File: src/rtl/clk_div_bank.sv
// clk_div_bank: CH-channel programmable clock-enable generator.
//
// Each channel c has a divisor register D[c] and a counter. Counting events
// advance the counter, and when it equals D[c] the channel emits a one-cycle
// tick and either toggles clk_out (mode 0, square) or pulses it (mode 1,
// strobe). The tick period is D+1 counting events.
//
// Optional feature macro: CLK_DIV_CASCADE_EN
//   When defined, channel c>0 only counts on enabled edges where the
//   registered tick of channel c-1 is high. The channels then form a prescaler
//   chain, and the reset divisors become D[0]=0, D[c>0]=1.
//   When undefined, every channel counts on every enabled edge and the reset
//   divisors are 2^c-1.
//
// Priority per channel, highest first: reset, align, write to this channel,
// counting. All outputs come straight from registers.

module clk_div_bank #(
    parameter int CH = 4,
    parameter int CW = 8
) (
    input  logic          clk,
    input  logic          rst_n,
    input  logic          en,
    input  logic          align,
    input  logic          wr_en,
    input  logic [2:0]    wr_ch,
    input  logic [CW-1:0] wr_div,
    input  logic [CH-1:0] mode,
    output logic [CH-1:0] clk_out,
    output logic [CH-1:0] tick
);

    // Reset divisor for channel c, truncated to CW bits.
    function automatic logic [CW-1:0] rst_div(input int c);
        logic [31:0] full;
`ifdef CLK_DIV_CASCADE_EN
        if (c == 0) begin
            full = 32'd0;
        end else begin
            full = 32'd1;
        end
`else
        full = (32'd1 << c) - 32'd1;
`endif
        return full[CW-1:0];
    endfunction

    // State registers.
    logic [CW-1:0] div_r [CH];
    logic [CW-1:0] cnt_r [CH];
    logic [CH-1:0] out_r;
    logic [CH-1:0] tick_r;

    // Next-state values and per-channel qualifiers.
    logic [CW-1:0] div_s [CH];
    logic [CW-1:0] cnt_s [CH];
    logic [CH-1:0] out_s;
    logic [CH-1:0] tick_s;
    logic [CH-1:0] evt_s;
    logic [CH-1:0] hit_s;
    logic [CH-1:0] term_s;

    // Decide which channels see a counting event on this edge.
    always_comb begin
        evt_s = '0;
`ifdef CLK_DIV_CASCADE_EN
        evt_s[0] = en;
        for (int c = 1; c < CH; c++) begin
            evt_s[c] = en & tick_r[c-1];
        end
`else
        evt_s = {CH{en}};
`endif
    end

    // Decode the write target and detect the terminal count per channel.
    always_comb begin
        hit_s  = '0;
        term_s = '0;
        for (int c = 0; c < CH; c++) begin
            hit_s[c]  = wr_en & (wr_ch == c[2:0]);
            term_s[c] = (cnt_r[c] == div_r[c]);
        end
    end

    // Per-channel next state following the align > write > count priority.
    always_comb begin
        out_s  = out_r;
        tick_s = '0;
        for (int c = 0; c < CH; c++) begin
            div_s[c] = div_r[c];
            cnt_s[c] = cnt_r[c];
            if (align) begin
                // Phase align: restart every channel, but a coincident
                // write still lands in the divisor register.
                cnt_s[c]  = '0;
                out_s[c]  = 1'b0;
                tick_s[c] = 1'b0;
                if (hit_s[c]) begin
                    div_s[c] = wr_div;
                end else begin
                    div_s[c] = div_r[c];
                end
            end else if (hit_s[c]) begin
                // Divisor write restarts the channel and suppresses any
                // terminal count falling on the same edge.
                div_s[c]  = wr_div;
                cnt_s[c]  = '0;
                out_s[c]  = 1'b0;
                tick_s[c] = 1'b0;
            end else if (evt_s[c]) begin
                if (term_s[c]) begin
                    cnt_s[c]  = '0;
                    tick_s[c] = 1'b1;
                    if (mode[c]) begin
                        out_s[c] = 1'b1;
                    end else begin
                        out_s[c] = ~out_r[c];
                    end
                end else begin
                    cnt_s[c]  = cnt_r[c] + CW'(1'b1);
                    tick_s[c] = 1'b0;
                    if (mode[c]) begin
                        out_s[c] = 1'b0;
                    end else begin
                        out_s[c] = out_r[c];
                    end
                end
            end else if (en) begin
                // Enabled edge with no event for this channel (only in the
                // cascade chain): strobe output drops, square output holds.
                tick_s[c] = 1'b0;
                if (mode[c]) begin
                    out_s[c] = 1'b0;
                end else begin
                    out_s[c] = out_r[c];
                end
            end else begin
                // Globally stopped: everything freezes, tick stays low.
                tick_s[c] = 1'b0;
                out_s[c]  = out_r[c];
            end
        end
    end

    // Register all channel state with synchronous active-low reset.
    always_ff @(posedge clk) begin
        if (!rst_n) begin
            for (int c = 0; c < CH; c++) begin
                div_r[c] <= rst_div(c);
                cnt_r[c] <= '0;
            end
            out_r  <= '0;
            tick_r <= '0;
        end else begin
            for (int c = 0; c < CH; c++) begin
                div_r[c] <= div_s[c];
                cnt_r[c] <= cnt_s[c];
            end
            out_r  <= out_s;
            tick_r <= tick_s;
        end
    end

    assign clk_out = out_r;
    assign tick    = tick_r;

endmodule

File: config.mk
export PLATFORM = sky130hd
export DESIGN_NAME = clk_div_bank
export DESIGN_NICKNAME = d
export VERILOG_FILES = /design/src/rtl/clk_div_bank.sv
export SDC_FILE = /design/constraint.sdc
export NUM_CORES = 1
export LEC_CHECK = 0
export BUFFER_PORTS_ARGS = -buffer_cell sky130_fd_sc_hd__buf_2
export CORE_MARGIN = 2
export CORE_UTILIZATION = 35
export CTS_CLUSTER_SIZE = 40
export DETAILED_ROUTE_END_ITERATION = 12
export PLACE_DENSITY = 0.57
export SYNTH_ARGS = -nofsm -noshare
export SYNTH_HDL_FRONTEND = slang
export SYNTH_SLANG_ARGS = --single-unit
File: constraint.sdc
create_clock -name clk -period 3.7 [get_ports clk]
set_input_delay 0.74 -clock clk [delete_from_list [all_inputs] [get_ports clk]]
set_output_delay 0.74 -clock clk [all_outputs]
set_load 0.005 [all_outputs]
==> results of run 1 <==
## where the power goes
| part | internal, µW | switching (µW) | leakage (µW) |
|---|---|---|---|
| Sequential | 787 | 10.7 | 0.000582 |
| Combinational | 45.1 | 61.2 | 0.000568 |
| Clock | 326 | 286 | 0.000106 |
| Total | 1160 | 358 | 0.00126 |
## metal layers
| layer | vias up | global-route usage, % |
|---|---|---|
| li1 | 1269 | - |
| met1 | 1125 | 20.56 |
| met2 | 46 | 19.85 |
| met3 | 2 | 4.022 |
| met4 | 0 | 4.110 |
| met5 | - | 0 |
## worst max path at each step
| stage | slack, ns | to | startpoint | cells after the start |
|---|---|---|---|---|
| floorplan | 1.91 | cnt_r[0][0]$_SDFFE_PP0P_ | wr_ch[0] | 4 |
| global placement | 1.23 | cnt_r[3][6]$_SDFFE_PP0P_ | en | 4 |
| detailed placement | 1.18 | cnt_r[3][5]$_SDFFE_PP0P_ | en | 4 |
| CTS | 1.55 | cnt_r[3][5]$_SDFFE_PP0P_ | en | 4 |
| global route | 1.30 | cnt_r[3][5]$_SDFFE_PP0P_ | en | 4 |
| finish | 1.53 | cnt_r[3][5]$_SDFFE_PP0P_ | en | 4 |
## kinds of logic (layout without fill, tap and decap cells)
family	after synthesis	after routing	share of synthesized area (%)
compound gates	28	28	6.786
xor+xnor	60	60	16.01
fa+ha+maj	4	4	1.525
buf+inv	11	46	1.411
flops	72	72	43.92
mux	20	20	6.100
simple gates	158	158	24.25
## cell usage after synthesis (3+ instances only)
library cell | n | area share (%)
nor3_1 | 12 | 1.8
nor2_1 | 33 | 3.8
buf_2 | 4 | 0.61
dfxtp_1 | 72 | 44
xor2_1 | 15 | 4.0
o31ai_1 | 4 | 0.92
nand2_1 | 52 | 5.9
o31ai_2 | 3 | 1.1
xnor2_1 | 45 | 12
and4_1 | 5 | 1.3
nor2b_1 | 13 | 2.5
ha_1 | 4 | 1.5
nand3_1 | 10 | 1.5
clkbuf_1 | 7 | 0.80
a21boi_0 | 18 | 4.1
or4_1 | 4 | 0.92
mux2i_1 | 20 | 6.1
nand4_1 | 14 | 2.7
## sequential cells by signal, indices dropped and copies added, names as in the netlist
signal,count
clk_out,4
cnt_r,32
div_r,32
tick,4
## worst max-delay path, delay by kind of cell
kind                   cells  cell delay, ns
and+or+nand+nor            3            1.09
buffers and inverters      1            0.51
## through the flow
stage / utilization [%] / cell area [µm²] / instances
after floorplan: - / 3282 / 353
after global placement: 38.73 / 3545 / 483
after detailed placement: 38.73 / 3545 / 483
after CTS: 40.87 / 3741 / 499
after global routing: 40.87 / 3741 / 499
final: 40.87 / 3741 / 499
## area by class of cell
cell class                 instances  area [µm²]  area share, %
timing repair buffer              30       157.7          4.214
tap                              111       138.9          3.712
clock buffer                      10       137.6          3.679
clock inverter                     6       58.81          1.572
sequential                        72        1441          38.53
multi-input combinational        270        1807          48.29
==> impl_metrics.env, run 1 <==
export IMPL_status="finished, final reports clean"
export IMPL_vias=2442
export IMPL_vias_per_cell=4.894
export IMPL_finalPower_uw=1517
export IMPL_die_w_um=100.8
export IMPL_crit_path_top_delay_cell="nor3_1"
export IMPL_r2r_cells=4
export IMPL_setup_tns_ns=0
export IMPL_clock_sinks=72
export IMPL_crit_path_end_kind="flip-flop"
export IMPL_final_common_cell="dfxtp_1"
export IMPL_rsz0062_at_grt="no"
export IMPL_final_cell_mix="72 x dfxtp_1, 52 x nand2_1, 45 x xnor2_1"
export IMPL_start_kind="primary input"
export IMPL_synth_avg_cell_area_um2=9.297
export IMPL_reg2reg_from="cnt_r[3][4]$_SDFFE_PP0P_"
export IMPL_antenna_cells=0
export IMPL_r2r_end="cnt_r[3][5]$_SDFFE_PP0P_"
export IMPL_grt_pass1_vias=2274
export IMPL_cts_buffers=9
export IMPL_slew_headroom_pct=40.54
export IMPL_skew_ns=0.009629
export IMPL_fillerInstances=946
export IMPL_final_net_count=407
export IMPL_post_route_period_util_pct=58.67
export IMPL_antenna_found_initial=0
export IMPL_drt_total_wl_um=6442
export IMPL_hold_viol=0
export IMPL_routedWlPerCell_um=12.91
export IMPL_dr_wl_met2_um=2752
export IMPL_vdd_drop_max_v=0.0001816
export IMPL_holdWs_ns=0.4779
export IMPL_cts_tree="yes"
export IMPL_htreeDepth=3
export IMPL_dp_hpwl_um=4670
export IMPL_grt_pass1_wl_um=11130
export IMPL_ys_seq_area_share_pct=43.92
export IMPL_insertion_delay_ns=0.34
export IMPL_yosys_warnings=0
export IMPL_synth_area_um2=3282
export IMPL_post_route_min_period_ns=2.171
export IMPL_required_ns=3.88
export IMPL_remaining_drc_errors=0
export IMPL_maxCapViolCount=0
export IMPL_cts_root_buf="clkbuf_8"
export IMPL_r2r_setup_slack_ns=1.89
export IMPL_powerDensity_nw_per_um2=405.4
export IMPL_synthesis_nets=377
export IMPL_synth_edf_count=0
export IMPL_portBuffers=27
export IMPL_first_iter_violations=67
export IMPL_holdPathEnd="div_r[0][6]$_SDFFE_PN0P_"
export IMPL_pin_count=28
export IMPL_drive_gt1_share_pct=13.66
export IMPL_fp_row_count=35
export IMPL_wl_met3_um=384
export IMPL_cts_max_path_buffers=2
export IMPL_grt_overflow_total=0
export IMPL_hp_class="reg -> reg"
export IMPL_area_growth_pct=13.99
export IMPL_hold_start="div_r[0][6]$_SDFFE_PN0P_"
export IMPL_ys_seq_elements=72
export IMPL_p_leak_uw=0.001256
export IMPL_worstPathArrival_ns=2.35
export IMPL_async_reset_ff_share_pct=0
export IMPL_fp_dieH_um=100.8
export IMPL_postCtsSetupRepairBufs=0
export IMPL_grt_max_degree=34
export IMPL_path_cells="buf_2 > nand2_1 > nor3_1 > nor3_1"
export IMPL_setup_ws_ns=1.529
export IMPL_path_max_fanout=33
export IMPL_cts_hold_buf=0
export IMPL_start_util_pct=35.86
export IMPL_critPathKind="in -> reg"
export IMPL_clk_pin_slew_ns=0.07
export IMPL_grt_usage_pct=14.02
export IMPL_cpMostUsedCell="nor3_1"
export IMPL_drt_first_pass_iters=4
export IMPL_place_congestion=0.7997
export IMPL_clock_fmax_mhz=460.7
export IMPL_route_top_layer_used="met4"
export IMPL_postRouteAntennaNets=0
export IMPL_yosysUniqueCellTypes=31
export IMPL_whs_path_depth=2
export IMPL_place_ws_ns=1.182
export IMPL_ys_flop_type="dfxtp_1"
export IMPL_dieArea_um2=10170
export IMPL_critPathMaxStageDelay_ns=0.73
export IMPL_core_um2=9153
export IMPL_ctsResizeCount=0
export IMPL_synth_cells=353
export IMPL_worst_pin_slew_ns=0.8851
export IMPL_wl_met1_um=3275
export IMPL_setup_viol=0
export IMPL_final_max_slew_viol_count=0
(Power assumes the default switching activity.)
==> inputs of run 2 (changes only) <==
--- a/config.mk
+++ b/config.mk
@@ -5,12 +5,13 @@
 export SDC_FILE = /design/constraint.sdc
 export NUM_CORES = 1
 export LEC_CHECK = 0
+export ABC_AREA = 1
 export BUFFER_PORTS_ARGS = -buffer_cell sky130_fd_sc_hd__buf_2
 export CORE_MARGIN = 2
 export CORE_UTILIZATION = 35
 export CTS_CLUSTER_SIZE = 40
 export DETAILED_ROUTE_END_ITERATION = 12
-export PLACE_DENSITY = 0.57
+export PLACE_DENSITY = 0.56
 export SYNTH_ARGS = -nofsm -noshare
 export SYNTH_HDL_FRONTEND = slang
 export SYNTH_SLANG_ARGS = --single-unit
==> constraint.sdc (replaced) <==
create_clock -name clk -period 2.1 [get_ports clk]
set_input_delay 0.42 -clock clk [delete_from_list [all_inputs] [get_ports clk]]
set_output_delay 0.42 -clock clk [all_outputs]
set_load 0.005 [all_outputs]
==> impl_metrics.env, run 2 <==
export IMPL_post_route_period_util_pct=69.82
export IMPL_required_ns=2.37
export IMPL_synthesis_nets=524
export IMPL_synth_top_family_by_area="simple AND/OR/NAND/NOR gates"
export IMPL_synthAdderAreaFrac_pct=1.456
export IMPL_maxCapViolCount=0
export IMPL_clock_sinks=72
export IMPL_setup_ws_ns=0.6337
export IMPL_yosysTopAreaCell="dfxtp_1"
export IMPL_grt_usage_pct=16.30
export IMPL_pin_count=28
export IMPL_synth_top_cell_area_share_pct=41.94
export IMPL_postRouteAntennaNets=0
export IMPL_synth_edf_count=0
export IMPL_synth_avg_cell_area_um2=6.874
export IMPL_hold_viol=0
export IMPL_ys_seq_elements=72
export IMPL_first_iter_violations=135
export IMPL_yosys_warnings=0
export IMPL_p_int_uw=2082
export IMPL_critPathKind="reg -> reg"
export IMPL_r2r_end="cnt_r[3][6]$_SDFFE_PP0P_"
export IMPL_cts_root_buf="clkbuf_8"
export IMPL_area_growth_pct=14.16
export IMPL_antenna_cells=0
export IMPL_p_leak_uw=0.001721
export IMPL_r2r_cells=6
export IMPL_crit_path_end_kind="flip-flop"
export IMPL_hp_class="in -> reg"
export IMPL_yosys_area_share_xor_xnor_pct=5.861
export IMPL_final_cell_mix="141 x nand2_1, 72 x dfxtp_1, 71 x inv_1"
export IMPL_holdPathEnd="div_r[2][1]$_SDFFE_PN1P_"
export IMPL_ys_seq_area_share_pct=41.94
export IMPL_reg2reg_from="cnt_r[3][0]$_SDFFE_PP0P_"
export IMPL_dieArea_um2=10630
export IMPL_ys_flop_type="dfxtp_1"
export IMPL_grt_max_degree=33
export IMPL_insertion_delay_ns=0.34
export IMPL_clock_fmax_mhz=682.0
export IMPL_dp_hpwl_um=5791
export IMPL_p_switching_uw=666.8
export IMPL_final_net_count=557
export IMPL_critPathMaxStageDelay_ns=0.43
export IMPL_place_ws_ns=0.4147
export IMPL_antenna_found_initial=0
export IMPL_cts_hold_buf=0
export IMPL_synth_most_common_cell="nand2_1"
export IMPL_powerDensity_nw_per_um2=700.5
export IMPL_remaining_drc_errors=0
export IMPL_holdWs_ns=0.3575
export IMPL_postCtsSetupRepairBufs=0
export IMPL_grt_pass1_vias=2929
export IMPL_die_w_um=103.1
export IMPL_rsz0062_at_grt="no"
export IMPL_reg_top3="cnt_r (32), div_r (32)"
export IMPL_vias_per_cell=4.545
export IMPL_crit_path_top_delay_cell="dfxtp_1"
export IMPL_async_reset_ff_share_pct=0
export IMPL_portBuffers=27
export IMPL_cts_tree="yes"
export IMPL_skew_ns=0.004754
export IMPL_placed_cells=655
export IMPL_synth_mux_area_share_pct=0
export IMPL_power_frac_comb_pct=8.0
export IMPL_post_route_min_period_ns=1.466
export IMPL_synth_top_cells_by_area="dfxtp_1 42%, nand2_1 15%, inv_1 7.8%"
export IMPL_path_cells="ha_1 > nand4_1 > or2_2 > o21ai_0 > nand2_1 > nor2_1"
export IMPL_clkPwrFrac_pct=40.5
export IMPL_clk_pin_slew_ns=0.07
export IMPL_routedWlPerCell_um=11.64
export IMPL_synth_simple_area_share_pct=29.38
export IMPL_synth_top_cells_by_count="141 x nand2_1, 72 x dfxtp_1, 71 x inv_1"
export IMPL_post_route_util_pct=40.71
export IMPL_setup_tns_ns=0
export IMPL_worstPathArrival_ns=1.74
export IMPL_worst_pin_slew_ns=0.3417
export IMPL_instances_no_fill=671
export IMPL_cts_buffers=9
export IMPL_hold_start="wr_div[1]"
export IMPL_setup_viol=0
export IMPL_drive_gt1_share_pct=10.04
export IMPL_pwr_share_seq_pct=51.5
export IMPL_drt_total_wl_um=7809
export IMPL_synth_cells=500
export IMPL_start_util_pct=35.66
export IMPL_fp_row_count=36
export IMPL_swShare_pct=24.26
export IMPL_synth_area_um2=3437
export IMPL_core_um2=9639
export IMPL_vdd_drop_max_v=0.0003013
export IMPL_start_kind="flip-flop"
export IMPL_grt_overflow_total=0
export IMPL_htreeDepth=3
export IMPL_fp_dieH_um=103.1
export IMPL_cpLargestDelayFamily="simple AND/OR/NAND/NOR gates"
export IMPL_place_congestion=0.8460
export IMPL_grt_pass1_wl_um=13390
export IMPL_final_common_cell="nand2_1"
export IMPL_slew_headroom_pct=77.16
export IMPL_yosysUniqueCellTypes=22
export IMPL_vias=3050
export IMPL_whs_path_depth=3
export IMPL_r2r_setup_slack_ns=0.63
export IMPL_fillerInstances=1076
export IMPL_path_max_fanout=5
export IMPL_drt_first_pass_iters=4
export IMPL_final_max_slew_viol_count=0
export IMPL_ctsResizeCount=0
export IMPL_status="finished, final reports clean"
export IMPL_cp_num_buf_inv=0
export IMPL_cts_max_path_buffers=2
export IMPL_synth_compound_area_share_pct=11.65
==> run 2: changes by cell type after synthesis, moves of 23 or more <==
cell	previous run	this run
nor2_1	33	56
a21oi_1	1	40
xnor2_1	45	12
nand2_1	52	141
o21ai_0	0	29
inv_1	0	71
==> run 2: layer usage <==
metal,GRT usage [%],share of wire [%]
met4,5.466,1.4
met5,0,0
met1,19.81,48
met2,28.47,48
met3,3.593,2.5
==> run 2: worst max path at each step <==
stage | from | end | slack [ns] | cells after the start
global route | cnt_r[3][6]$_SDFFE_PP0P_ | cnt_r[3][7]$_SDFFE_PP0P_ | 0.49 | 8
floorplan | en | cnt_r[0][7]$_SDFFE_PP0P_ | 0.76 | 7
CTS | cnt_r[3][0]$_SDFFE_PP0P_ | cnt_r[3][6]$_SDFFE_PP0P_ | 0.60 | 6
finish | cnt_r[3][0]$_SDFFE_PP0P_ | cnt_r[3][6]$_SDFFE_PP0P_ | 0.63 | 6
global placement | rst_n | cnt_r[2][2]$_SDFFE_PP0P_ | 0.45 | 7
detailed placement | en | cnt_r[0][6]$_SDFFE_PP0P_ | 0.41 | 7
==> run 2: layout make-up <==
type	instances	area (µm²)	share of cell area (%)
well taps	133	166.4	4.241
repair buffers	33	180.2	4.592
clock inverters	3	40.04	1.020
inverters	72	275.3	7.015
clock buffers	13	158.9	4.050
multi-input cells	345	1662	42.35
flip-flops and latches	72	1441	36.73
==> run 2: kinds of logic after synthesis <==
| kind of cell | count (synthesis) |
|---|---|
| and+or+nand+nor | 241 |
| buffers and inverters | 83 |
| xor gates and xnor gates | 23 |
| DFF | 72 |
| AOI/OAI and AO/OA | 77 |
| adders and majority gates | 4 |
==> run 2: worst reg2reg max path: cells and delay by family, from the launching register on <==
family / cells / cell delay (ns)
DFF: 1 / 0.43
and+or+nand+nor: 4 / 0.62
AOI/OAI and AO/OA: 1 / 0.15
adders and majority gates: 1 / 0.20
==> run 2: power by group through the flow <==
stage	combinational (µW)	sequential (µW)	clock [µW]
after CTS	223	1410	1140
after global placement	220	1450	0
after global routing	256	1420	1200
after detailed placement	222	1450	0
final	221	1410	1110
after floorplan	150	1440	0
==> run 2: metrics by stage <==
| step | total power, µW | instance area [µm²] |
|---|---|---|
| 2_1_floorplan | 1592 | 3437 |
| 3_3_place_gp | 1666 | 3725 |
| 3_5_place_dp | 1668 | 3725 |
| 4_1_cts | 2777 | 3924 |
| 5_1_grt | 2878 | 3924 |
| 6_report | 2749 | 3924 |
==> inputs of run 3 (changes only) <==
==> constraint.sdc (replaced) <==
create_clock -name clk -period 1.4 [get_ports clk]
set_input_delay 0.28 -clock clk [delete_from_list [all_inputs] [get_ports clk]]
set_output_delay 0.28 -clock clk [all_outputs]
set_load 0.005 [all_outputs]
==> impl_metrics.env, run 3 (synthesis gave the netlist of run 2 again) <==
export IMPL_status="finished, final reports clean"
export IMPL_skew_ns=0.004955
export IMPL_critPathMaxStageDelay_ns=0.34
export IMPL_vdd_drop_max_v=0.0004554
export IMPL_cp_num_buf_inv=2
export IMPL_htreeDepth=3
export IMPL_grt_usage_pct=16.02
export IMPL_dieArea_um2=10630
export IMPL_start_kind="flip-flop"
export IMPL_crit_path_top_delay_cell="dfxtp_1"
export IMPL_core_um2=9639
export IMPL_slew_headroom_pct=82.41
export IMPL_pin_count=28
export IMPL_crit_path_end_kind="flip-flop"
export IMPL_routedWlPerCell_um=11.28
export IMPL_powerDensity_nw_per_um2=1022
export IMPL_cts_root_buf="clkbuf_8"
export IMPL_remaining_drc_errors=0
export IMPL_insertion_delay_ns=0.34
export IMPL_cts_buffers=9
export IMPL_setup_viol=0
export IMPL_worst_pin_slew_ns=0.2638
export IMPL_grt_overflow_total=0
export IMPL_vias=3161
export IMPL_grt_max_degree=33
export IMPL_post_route_util_pct=44.25
export IMPL_cts_tree="yes"
export IMPL_vias_per_cell=4.484
export IMPL_cts_hold_buf=0
export IMPL_p_leak_uw=0.001907
export IMPL_path_cells="inv_1 > nand2_1 > nand2_1 > nand2_1 > nor2_1 > nand3_2 > buf_4 > nand2_1 > a21oi_1"
export IMPL_instances_no_fill=705
export IMPL_start_util_pct=35.66
export IMPL_required_ns=1.64
export IMPL_drt_total_wl_um=7949
export IMPL_portBuffers=27
export IMPL_drive_gt1_share_pct=18.36
export IMPL_post_route_min_period_ns=1.297
export IMPL_grt_pass1_wl_um=12830
export IMPL_final_common_cell="nand2_1"
export IMPL_die_w_um=103.1
export IMPL_drt_first_pass_iters=4
export IMPL_critPathKind="reg -> reg"
export IMPL_antenna_found_initial=0
export IMPL_cpMostUsedCell="nand2_1"
export IMPL_final_max_slew_viol_count=0
export IMPL_placed_cells=689
export IMPL_final_cell_mix="138 x nand2_1, 69 x inv_1, 67 x dfxtp_1"
export IMPL_post_route_period_util_pct=92.64
export IMPL_grt_pass1_vias=2752
export IMPL_maxCapViolCount=0
export IMPL_place_congestion=0.8048
export IMPL_dp_hpwl_um=6014
export IMPL_reg_top3="cnt_r (32), div_r (32)"
export IMPL_path_max_fanout=4
export IMPL_area_growth_pct=24.10
export IMPL_cts_max_path_buffers=2
export IMPL_final_net_count=591
export IMPL_fp_dieH_um=103.1
export IMPL_cpLargestDelayFamily="simple AND/OR/NAND/NOR gates"
export IMPL_first_iter_violations=118
export IMPL_antenna_cells=0
export IMPL_clock_sinks=72
export IMPL_hp_class="in -> reg"
export IMPL_postCtsSetupRepairBufs=0
export IMPL_clk_pin_slew_ns=0.08
export IMPL_postRouteAntennaNets=0
export IMPL_worstPathArrival_ns=1.54
export IMPL_finalPower_uw=4360
export IMPL_hold_viol=0
export IMPL_clock_fmax_mhz=771.1
export IMPL_fp_row_count=36
[run 3: area by class of cell]
class	instances	area [µm²]
fill	1015	5374
clock inverter	5	80.08
tap	133	166.4
sequential	72	1450
inverter	72	275.3
timing repair buffer	67	435.4
multi-input combinational	345	1717
clock buffer	11	141.4
[run 3: where the power goes]
| group | leakage [µW] | switching [µW] | internal, µW |
|---|---|---|---|
| Clock | 0.000106 | 796 | 1050 |
| Combinational | 0.00122 | 234 | 160 |
| Sequential | 0.000586 | 30.9 | 2090 |
| Total | 0.00191 | 1060 | 3300 |
[run 3: final timing paths]
path	slack [ns]	cells past startpoint	endpoint	from
setup reg to reg	0.10	9	clk_out[2]$_SDFFE_PP0P_	cnt_r[2][3]$_SDFFE_PP0P_
hold reg to reg	0.46	2	div_r[0][5]$_SDFFE_PN0P_	div_r[0][5]$_SDFFE_PN0P_
setup / recovery	0.10	9	clk_out[2]$_SDFFE_PP0P_	cnt_r[2][3]$_SDFFE_PP0P_
hold / removal	0.22	3	div_r[2][1]$_SDFFE_PN1P_	wr_div[1]
[run 3: through the flow]
step / cell area [µm²] / hold slack (ns) / worst slack [ns] / TNS [ns]
4_1_cts: 4207 / 0.1969 / 0.007814 / 0
6_report: 4265 / 0.2158 / 0.1031 / 0
2_1_floorplan: 3437 / 0.3932 / 0.1140 / 0
5_1_grt: 4265 / 0.2362 / -0.009879 / -0.009879
3_3_place_gp: 3980 / 0.4480 / -0.02670 / -0.1253
3_5_place_dp: 3980 / 0.4499 / -0.04479 / -0.2294
[run 3: tightest hold or removal path: cells and delay by family]
| kind | cells | cell delay, ns |
|---|---|---|
| buffers and inverters | 1 | 0.14 |
| and+or+nand+nor | 2 | 0.11 |
[run 3: timing repair]
action	CTS	global route
setup endpoints to repair	5	30
pin swaps	0	2
gates resized for setup	3	19
[run 3: layer usage]
metal / wire (µm) / up-vias / GRT usage (%)
met5: 0 / - / 0
met4: 219 / 0 / 8.806
met3: 322 / 18 / 2.712
met2: 3563 / 52 / 24.38
met1: 3844 / 1384 / 21.57
li1: - / 1707 / -
